[config.mk]
export PLATFORM = sky130hd
export DESIGN_NAME = reg_file
export DESIGN_NICKNAME = d
export VERILOG_FILES = /design/src/rtl/reg_file.sv
export SDC_FILE = /design/constraint.sdc
export NUM_CORES = 1
export LEC_CHECK = 0
export BUFFER_PORTS_ARGS = -buffer_cell sky130_fd_sc_hd__buf_2
export CAP_MARGIN = 20
export CORE_MARGIN = 1
export CORE_UTILIZATION = 61
export CTS_CLUSTER_SIZE = 28
export DETAILED_ROUTE_END_ITERATION = 12
export PLACE_DENSITY_LB_ADDON = 0.12
export SYNTH_ARGS = -nofsm -noshare
export SYNTH_HDL_FRONTEND = slang
export SYNTH_SLANG_ARGS = --single-unit
[constraint.sdc]
create_clock -name clk -period 3.4 [get_ports clk]
set_input_delay 0.68 -clock clk [delete_from_list [all_inputs] [get_ports clk]]
set_output_delay 0.68 -clock clk [all_outputs]
set_load 0.01 [all_outputs]
[src/rtl/reg_file.sv]
// reg_file: NUM_REGS x DATA_W register file, two combinational read ports, one write port, R0 reads zero.
// Optional: define REGFILE_BYPASS_EN to forward same-cycle write data onto matching read ports.
module reg_file #(
  parameter int unsigned NUM_REGS = 16,
  parameter int unsigned DATA_W   = 16,
  parameter int unsigned ADDR_W   = 4
) (
  input  logic                clk,
  input  logic                rst,
  input  logic [ADDR_W-1:0]   SrcReg1,
  input  logic [ADDR_W-1:0]   SrcReg2,
  input  logic [ADDR_W-1:0]   DstReg,
  input  logic                WriteReg,
  input  logic [DATA_W-1:0]   DstData,
  output logic [DATA_W-1:0]   SrcData1,
  output logic [DATA_W-1:0]   SrcData2,
  output logic [NUM_REGS-1:0] Written
);

  logic [DATA_W-1:0] regs [NUM_REGS];
  logic              wr_en;

  // R0 is never written, so its storage stays at the reset value of zero
  assign wr_en = WriteReg && (DstReg != '0);

  always_ff @(posedge clk) begin
    if (rst) begin
      for (int unsigned i = 0; i < NUM_REGS; i++) begin
        regs[i] <= '0;
      end
      Written <= '0;
    end else if (wr_en) begin
      regs[DstReg]    <= DstData;
      Written[DstReg] <= 1'b1;
    end
  end

  always_comb begin
    SrcData1 = regs[SrcReg1];
`ifdef REGFILE_BYPASS_EN
    if (wr_en && (DstReg == SrcReg1)) begin
      SrcData1 = DstData;
    end
`endif
    if (rst || (SrcReg1 == '0)) begin
      SrcData1 = '0;
    end
  end

  always_comb begin
    SrcData2 = regs[SrcReg2];
`ifdef REGFILE_BYPASS_EN
    if (wr_en && (DstReg == SrcReg2)) begin
      SrcData2 = DstData;
    end
`endif
    if (rst || (SrcReg2 == '0)) begin
      SrcData2 = '0;
    end
  end

endmodule

# Word-level counts from Yosys, hierarchy flattened
# Memories as Yosys holds them, arrays and structs flattened.
# Index checks and enable logic that the tools add are counted.
[classes]
magnitude_cmp = 2
n_bitwise = 1
n_reduce_logical = 8
mux = 12
[ops]
columns = ["operator", "n"]
rows = [
  ["$mux W16", 3],
  ["$or A16 B16 Y16", 1],
  ["$reduce_or A16 Y1", 1],
  ["$logic_not A4 Y1", 2],
  ["$mux W1", 7],
  ["$lt A4 B5 Y1 const B", 1],
  ["$demux W1 S4", 1],
  ["$ge A4 B1 Y1 const B", 1],
  ["$mux W4", 1],
  ["$reduce_bool A4 Y1", 1],
  ["$logic_and A1 B1 Y1", 2],
  ["$logic_or A1 B1 Y1", 2],
]
[totals]
in_bits = 31
word_cells = 25
n_memories = 1
reg_bits = 16
mem_bits_rw = 256
out_inout_bits = 48
[memory_table]
columns = ["memory", "words", "word_bits", "rd", "rd_ports_with_merged_regs", "write_ports", "line", "rtl"]
rows = [
  ["regs", 16, 16, 2, 0, 16, "20", "logic [DATA_W-1:0] regs [NUM_REGS];"],
]

# Logic depth before layout (Yosys ltp)
# Gate-level depths: netlist (run 1).
[depth]
word_depth = 7
mapped_depth = 7

# Worst setup path before layout (run 1)
# Ideal clock, no wire load.
[synth_timing]
path_type = "input to register"
start = "input rst"
end = "memory regs[5][0], enable pin"
arrival_time_ns = 2.403
path_buffers = 1
setup_time_ns = 0.411
required_time_ns = 2.989
path_slack_ns = 0.585
stages = 4
path_cell_list = "buf_6 -> nor3b_2 -> nand2b_1 -> o21ai_0"
[synth_lines]
columns = ["item", "line", "rtl"]
rows = [
  ["from (decl)", "9", "input logic rst,"],
  ["to (decl)", "20", ""],
]

# Final worst setup path (run 1)
[layout_timing]
start = "input SrcReg2[1]"
end = "output SrcData2[14]"
[layout_via]
elab_chain_len = 3
elab_cells_between_ends = 4
[layout_rtl]
columns = ["item", "line", "rtl"]
rows = [
  ["from (decl)", "11", "input logic [ADDR_W-1:0] SrcReg2,"],
  ["parallel branches: the longest is 2 deep, another holds $mem_v2 Z16 W16", "-", ""],
  ["$mux W16 *", "57", "if (rst || (SrcReg2 == '0)) begin"],
  ["to (decl)", "16", "output logic [DATA_W-1:0] SrcData2,"],
]
# Every way passes the cells marked *.

==> results of run 1 <==
==> per-stage QoR <==
stage	cells	hold slack [ps]	util (%)
floorplan	1091	490	-
global placement	1412	429	65.8
detailed placement	1412	435	65.8
CTS	1460	450	70.2
global route	1460	477	70.2
finish	1460	447	70.2
==> metal layers <==
metal	part of all wire (%)	vias up	track usage, %
met5	0	-	0
met4	1.4	0	5.60
met3	10	38	5.51
met2	44	467	47.5
met1	44	4549	47.9
li1	-	4210	-
==> final timing paths <==
kind | slack [ps] | endpoint | start
worst max-delay path | 70 | SrcData2[14] | SrcReg2[1]
worst min register to register | 450 | Written[7] | Written[7]
worst max register to register | 2790 | Written[4] | Written[4]
worst min-delay path | 450 | Written[7] | Written[7]
==> power by group through the flow <==
stage	clock, mW	sequential [mW]	combinational, mW
floorplan	0	3.75	0.478
global placement	0	3.77	0.749
detailed placement	0	3.78	0.760
CTS	3.21	3.71	0.764
global route	3.32	3.73	0.823
finish	3.18	3.72	0.773
==> cell type report <==
class	instances	area, um2
clock buffers	34	741
fillers	1544	6480
well taps	280	350
flip-flops and latches	256	7530
inverters	1	3.75
multi-input cells	744	5530
repair buffers	131	901
clock inverters	14	228
==> Yosys cell counts, drive strengths merged <==
cell type  number  share of area [%]
a21o           15               0.83
or3            18               0.87
nor2           30               0.98
nor3b           2               0.23
o21ai          12               0.44
mux2i         224                 17
edfxtp        240                 53
nand2b          3               0.14
buf            56                2.5
a211oi          1              0.056
nand4           2              0.092
or4             1              0.056
dfxtp          16                2.4
nand3           3               0.18
nand4b          3               0.24
nand2          32               0.91
inv             1              0.028
nor4           15               0.69
clkbuf         34               0.98
nand4bb         3               0.25
or4b            3               0.22
nand3b          1              0.083
o221ai         16                1.0
or2             3               0.14
o22ai          80                3.7
a211o          16                1.0
nor3            3               0.27
and2          240                 11
nor2b           1              0.046
a21oi          17               0.63
==> sequential cells by signal, summed over array words and instances (netlist names) <==
signal,count
Written,16
regs,240
==> kinds of logic (layout without fill, tap and decap cells) <==
logic type,after synthesis,in the layout,synth area share (%)
DFF,256,256,55.6
buffers and inverters,91,180,3.52
and+or+nand+nor,363,363,16.5
AOI/OAI and AO/OA,157,157,7.78
muxes,224,224,16.6
==> flow_metrics.py, run 1 <==
metrics = {
    "outcome": {
        "status": "complete, but fails checks",
        "violations": "design-rule violations",
    },
    "sta": {
        "grt_setup_unrepaired": "false",
        "slew_headroom_pct": 52.3,
        "setup_viol": 0,
        "period_share_pct": 97.8,
        "drv_slew": 0,
        "setup_tns_ps": 0,
        "hold_viol": 0,
        "tightest_slew_ps": 715,
        "skew_ps": 0,
        "worst_slack_ps": 74.7,
        "fin_crit_ps": 3330,
        "fmax_mhz": 301,
    },
    "synth": {
        "avgSynthCellArea_um2": 12.4,
        "syn_nets": 1122,
        "yosysSeqAreaShare_pct": 55.6,
        "ys_types": 43,
        "ys_seq_elements": 256,
        "yosys_warnings": 0,
        "synth_area_um2": 13500,
        "synthCells": 1091,
    },
    "floorplanning": {
        "rows": 54,
        "dieArea_um2": 22800,
        "pin_count": 79,
        "die_w_um": 151,
        "die_y_um": 151,
        "start_util_pct": 62.2,
        "core-area_um2": 21800,
    },
    "grt": {
        "grt_max_degree": 50,
        "grt_pass1_wl_mm": 52.6,
        "grt_util_all_layers_pct": 31.4,
        "grt.overflow.total": 0,
        "grt_pass1_vias": 8574,
        "antenna_found_initial": 2,
    },
    "setup_path": {
        "worst-setup-path-type": "in2out",
        "slowest_delay_ps": 510,
        "arrival_ps": 2650,
        "crit_path_top_delay_cell": "nor4_1",
        "crit_chain": "buf_6 -> buf_12 -> mux2i_1 -> o22ai_1 -> nor4_1 -> buf_4 -> nand2_1 -> buf_2",
        "cp_top_family": "buffers and inverters",
        "cp_num_buf_inv": 4,
        "cp_max_fo": 19,
        "ff2ff_path_depth": 1,
        "worstSetupPathDepth": 8,
        "cp-end-kind": "output port",
        "required_ps": 2720,
        "start_kind": "primary input",
    },
    "cells_and_area": {
        "final_nets": 1191,
        "diodes": 0,
        "fin_area_um2": 15300,
        "layout-drive-gt1-share_pct": 16.8,
        "final_cell_mix": "and2_1, edfxtp_1, mux2i_1, o22ai_1, buf_2",
        "area_delta_synth_final_pct": 12.9,
    },
    "drt": {
        "dr_total_vias": 9264,
        "drt_iter0_drc": 1094,
        "route.detailed.drc": 1,
        "drt_wl_total_mm": 35.3,
        "drtPass1Iterations": 10,
        "route.detailed.wl_per_inst_um": 24.2,
        "ant_nets": 0,
        "vias_per_cell": 6.35,
    },
    "power": {
        "internal_power_mw": 5.90,
        "comb_power_share_pct": 10.1,
        "power.leakage_nw": 6.33,
        "power_per_cell_area_nw_per_um2": 502,
        "power.switching_mw": 1.78,
        "total_power_mw": 7.67,
        "power_frac_clock_pct": 41.5,
        "sw_frac_of_total_pct": 23.1,
        "seqPwrFrac_pct": 48.4,
        "ir_drop_mv": 0.399,
    },
    "placement": {
        "dpl_worst_slack_ps": 175,
        "gp_congestion": 0.954,
        "hpwl_mm": 25.9,
        "io_buffers": 78,
        "postPlaceCellArea_um2": 14300,
    },
    "hold_path": {
        "holdPathStages": 1,
        "hp-class": "reg2reg",
    },
    "cts": {
        "clockBufferDepth": 3,
        "clk_pin_slew_ps": 60,
        "clockRootBuffer": "clkbuf_16",
        "postCtsSetupRepairBufs": 0,
        "cts_tree": "done",
        "clk_latency_ps": 520,
        "htree_levels": 1,
        "post_cts_resized": 0,
        "cts_buffers": 26,
        "cts_num_sinks": 256,
        "postCtsHoldBufs": 0,
    },
    "flow_run": {
        "cap_violations": 0,
    },
}
Power figures use the tool's default switching activity.
==> inputs of run 2 (changes only) <==
--- a/config.mk
+++ b/config.mk
@@ -12,6 +12,7 @@
 export CTS_CLUSTER_SIZE = 28
 export DETAILED_ROUTE_END_ITERATION = 12
 export PLACE_DENSITY_LB_ADDON = 0.12
+export SETUP_SLACK_MARGIN = 0.5
 export SYNTH_ARGS = -nofsm -noshare
 export SYNTH_HDL_FRONTEND = slang
 export SYNTH_SLANG_ARGS = --single-unit
==> flow_metrics.py, run 2 (synthesis results as in run 1) <==
metrics = {
    "outcome": {
        "status": "completed",
    },
    "grt": {
        "grt_util_all_layers_pct": 31.5,
        "grt_pass1_wl_mm": 52.8,
        "antenna_found_initial": 3,
        "grt_pass1_vias": 8607,
        "grt.overflow.total": 0,
        "grt_max_degree": 50,
    },
    "cells_and_area": {
        "area_delta_synth_final_pct": 17.3,
        "regArea_um2": 7530,
        "layout-drive-gt1-share_pct": 22.2,
        "regMostFlops": "regs",
        "reg.largest.list": "regs x240, Written x16",
        "final_nets": 1208,
        "largest_register_ffs": 240,
        "final_cell_mix": "and2_1, edfxtp_1, mux2i_1, buf_2, o22ai_1",
        "multi_input_area_um2": 5860,
        "fill_cells": 1468,
    },
    "floorplanning": {
        "pin_count": 79,
        "core-area_um2": 21800,
        "die_w_um": 151,
        "rows": 54,
        "die_y_um": 151,
        "dieArea_um2": 22800,
        "start_util_pct": 62.2,
    },
    "hold_path": {
        "hold_end": "Written[5]",
        "hold_start": "Written[5]",
        "holdPathStages": 1,
        "hp-class": "reg2reg",
    },
    "setup_path": {
        "cp-end-kind": "output port",
        "cp_max_fo": 9,
        "setup.worst_path.start": "rst",
        "rr_endpoint": "Written[4]",
        "r2r-start": "Written[4]",
        "start_kind": "primary input",
        "arrival_ps": 2240,
        "worst-setup-path-type": "in2out",
        "r2r_setup_slack_ps": 2800,
        "required_ps": 2720,
        "ff2ff_path_depth": 1,
    },
    "cts": {
        "clk_latency_ps": 530,
        "clockBufferDepth": 3,
        "cts_num_sinks": 256,
        "cts_tree": "done",
        "htree_levels": 1,
        "postCtsHoldBufs": 0,
        "clockRootBuffer": "clkbuf_16",
        "cts_buffers": 26,
        "clk_pin_slew_ps": 60,
    },
    "sta": {
        "slew_headroom_pct": 50.3,
        "drv_slew": 0,
        "setup_tns_ps": 0,
        "skew_ps": 0,
        "hold_viol": 0,
        "fin_crit_ps": 2920,
        "grt_setup_unrepaired": "true",
        "tightest_slew_ps": 745,
        "setup_viol": 0,
        "period_share_pct": 85.9,
        "worst_slack_ps": 479,
        "fmax_mhz": 342,
    },
    "flow_run": {
        "cap_violations": 0,
    },
    "drt": {
        "drtPass1Iterations": 8,
        "vias_per_cell": 6.40,
        "routed.top_layer": "met4",
        "wl_met2_mm": 16.3,
        "route.detailed.wl_per_inst_um": 24.6,
        "route.met3.wl_mm": 3.59,
        "ant_nets": 0,
        "route.detailed.drc": 0,
        "drt_iter0_drc": 1002,
        "m1WireLength_mm": 16.0,
        "drt_wl_total_mm": 36.4,
        "dr_total_vias": 9469,
    },
    "power": {
        "power.leakage_nw": 6.48,
        "ir_drop_mv": 0.401,
        "power_per_cell_area_nw_per_um2": 490,
    },
    "placement": {
        "hpwl_mm": 25.9,
        "dpl_worst_slack_ps": 175,
        "gp_congestion": 0.954,
        "io_buffers": 78,
    },
}
==> run 2: changes by cell type in the layout (fill, tap and decap cells not counted), sizes merged <==
| cell | delta |
|---|---|
| clkbuf | +1 |
| diode | +2 |
| buf | +16 |
==> run 2: area by class of cell <==
class | count | area share (%)
diodes | 2 | 0.0315
clock buffers | 34 | 4.67
clock inverters | 14 | 1.44
inverters | 1 | 0.0394
multi-input cells | 744 | 36.9
flip-flops and latches | 256 | 47.4
well taps | 280 | 2.21
repair buffers | 148 | 7.26
==> run 2: how the worst max path moves through the flow <==
stage	to
floorplan	regs[5][0]
global placement	SrcData2[14]
detailed placement	SrcData2[14]
CTS	SrcData2[14]
global route	SrcData2[14]
finish	SrcData2[14]
==> run 2: through the flow <==
step                instances  power, mW  hold WS, ps  utilization [%]  instance area, um2
global placement         1412       4.51          429             65.8               14300
detailed placement       1412       4.54          435             65.8               14300
finish                   1479       7.78          448             72.9               15900
CTS                      1460       7.71          450             70.9               15400
global route             1478       7.97          477             72.9               15900
floorplan                1091       4.23          490                -               13500
==> run 2: worst max-delay path: stages <==
cell	delay [ps]
buf_4	160
buf_6	140
or4b_4	530
buf_8	180
o22ai_4	150
nor4_2	90
buf_4	140
nand2_1	50
buf_2	120
==> run 2: report_power, final <==
group	internal [mW]	switching, mW	total (mW)
sequential	3.62	0.107	3.73
combinational	0.349	0.503	0.852
clock	1.99	1.21	3.20
==> run 2: layer usage <==
layer / track usage [%] / up-vias
li1: - / 4245
met4: 5.35 / 0
met1: 47.9 / 4689
met2: 47.8 / 500
met3: 5.72 / 35
met5: 0 / -
==> run 2: repair_timing <==
item	in CTS	in global routing
cloned	0	1
gates resized for setup	27	57
pin swaps	3	15
buffers inserted	0	16
endpoints found under the setup margin	32	32
==> inputs of run 3 (changes only) <==
--- a/config.mk
+++ b/config.mk
@@ -11,7 +11,7 @@
 export CORE_UTILIZATION = 61
 export CTS_CLUSTER_SIZE = 28
 export DETAILED_ROUTE_END_ITERATION = 12
-export PLACE_DENSITY_LB_ADDON = 0.12
+export PLACE_DENSITY = 0.8
 export SETUP_SLACK_MARGIN = 0.5
 export SYNTH_ARGS = -nofsm -noshare
 export SYNTH_HDL_FRONTEND = slang
==> flow_metrics.py, run 3 (synthesis results as in run 1) <==
metrics = {
    "flow_run": {
        "cap_violations": 0,
    },
    "setup_path": {
        "cp-end-kind": "output port",
        "start_kind": "primary input",
        "worst-setup-path-type": "in2out",
        "arrival_ps": 2190,
        "crit_path_top_delay_cell": "or3_1",
        "cp_num_buf_inv": 3,
        "cp_top_family": "simple AND/OR/NAND/NOR gates",
        "cp_max_fo": 16,
        "required_ps": 2720,
        "crit_chain": "buf_2 -> or3_1 -> buf_4 -> a211o_1 -> o221ai_1 -> or3_1 -> buf_2",
        "slowest_delay_ps": 410,
    },
    "cells_and_area": {
        "final_cell_mix": "and2_1, edfxtp_1, mux2i_1, o22ai_1, buf_2",
        "diodes": 0,
        "layout-drive-gt1-share_pct": 17.5,
        "regMostFlops": "regs",
        "final_nets": 1192,
        "area_delta_synth_final_pct": 13.4,
        "largest_register_ffs": 240,
        "reg.largest.list": "regs x240, Written x16",
    },
    "cts": {
        "postCtsHoldBufs": 0,
        "clockRootBuffer": "clkbuf_16",
        "cts_tree": "done",
        "clk_latency_ps": 530,
        "cts_num_sinks": 256,
        "clk_pin_slew_ps": 60,
        "cts_buffers": 27,
        "clockBufferDepth": 3,
        "htree_levels": 1,
    },
    "power": {
        "sw_frac_of_total_pct": 24.5,
        "power_per_cell_area_nw_per_um2": 473,
        "comb_power_share_pct": 11.4,
        "internal_power_mw": 5.47,
        "power.leakage_nw": 6.32,
        "ir_drop_mv": 0.350,
        "power.switching_mw": 1.78,
        "power_frac_clock_pct": 37.4,
        "seqPwrFrac_pct": 51.2,
    },
    "drt": {
        "vias_per_cell": 6.54,
        "drtPass1Iterations": 8,
        "route.detailed.wl_per_inst_um": 25.1,
        "drt_iter0_drc": 1276,
        "dr_total_vias": 9567,
        "ant_nets": 0,
        "route.detailed.drc": 0,
        "drt_wl_total_mm": 36.7,
    },
    "sta": {
        "slew_headroom_pct": 46.9,
        "drv_slew": 0,
        "skew_ps": 0,
        "period_share_pct": 84.5,
        "tightest_slew_ps": 795,
        "grt_setup_unrepaired": "false",
        "setup_tns_ps": 0,
        "holdWs_ps": 449,
        "fin_crit_ps": 2870,
        "setup_viol": 0,
        "fmax_mhz": 348,
        "hold_viol": 0,
        "worst_slack_ps": 528,
    },
    "floorplanning": {
        "core-area_um2": 21800,
        "dieArea_um2": 22800,
        "rows": 54,
        "die_w_um": 151,
        "pin_count": 79,
        "start_util_pct": 62.2,
        "die_y_um": 151,
    },
    "grt": {
        "grt_pass1_vias": 8764,
        "grt.overflow.total": 0,
        "grt_pass1_wl_mm": 52.8,
        "grt_util_all_layers_pct": 31.3,
        "grt_max_degree": 35,
        "antenna_found_initial": 0,
    },
    "placement": {
        "gp_congestion": 0.961,
        "hpwl_mm": 25.3,
        "io_buffers": 78,
        "dpl_worst_slack_ps": 232,
    },
    "outcome": {
        "status": "completed",
    },
    "hold_path": {
        "hp-class": "reg2reg",
    },
}
[run 3: layout make-up]
type	instances	area [um2]
inverters	1	6.26
multi-input cells	744	5620
repair buffers	131	1040
clock inverters	16	98.8
fillers	1520	6410
flip-flops and latches	256	7530
clock buffers	34	702
well taps	280	350
[run 3: layer usage]
metal | up-vias | routed length, um | global-route usage [%]
met3 | 58 | 4060 | 5.21
met1 | 4706 | 14900 | 46.1
met2 | 578 | 17100 | 48.6
met4 | 0 | 674 | 7.10
met5 | - | 0 | 0
li1 | 4225 | - | -
[run 3: power by group through the flow]
stage	sequential (mW)	clock, mW	combinational [mW]
after detailed placement	3.78	0	0.750
after global placement	3.76	0	0.739
after global routing	3.73	2.83	0.866
after floorplan	3.75	0	0.478
final	3.72	2.71	0.825
after CTS	3.71	2.71	0.772
[run 3: what timing repair did]
item                                    CTS  global route
pin swaps                                 0             1
gates cloned                              1             4
buffers inserted                          2             0
gates resized for setup                  17            18
endpoints found under the setup margin   32            27
[run 3: worst paths after layout]
| check | depth (start not counted) | slack, ps | to | start |
|---|---|---|---|---|
| max | 7 | 530 | SrcData1[6] | SrcReg1[2] |
| max reg2reg | 1 | 2830 | Written[15] | Written[15] |
| min | 1 | 450 | Written[9] | Written[9] |
| min reg2reg | 1 | 450 | Written[9] | Written[9] |
[run 3: metrics by stage]
step	util [%]	cells	total power, mW	area [um2]
global route	70.5	1462	7.43	15300
global placement	65.4	1405	4.50	14200
detailed placement	65.4	1405	4.53	14200
finish	70.5	1462	7.25	15300
floorplan	-	1091	4.23	13500
CTS	69.6	1458	7.19	15100
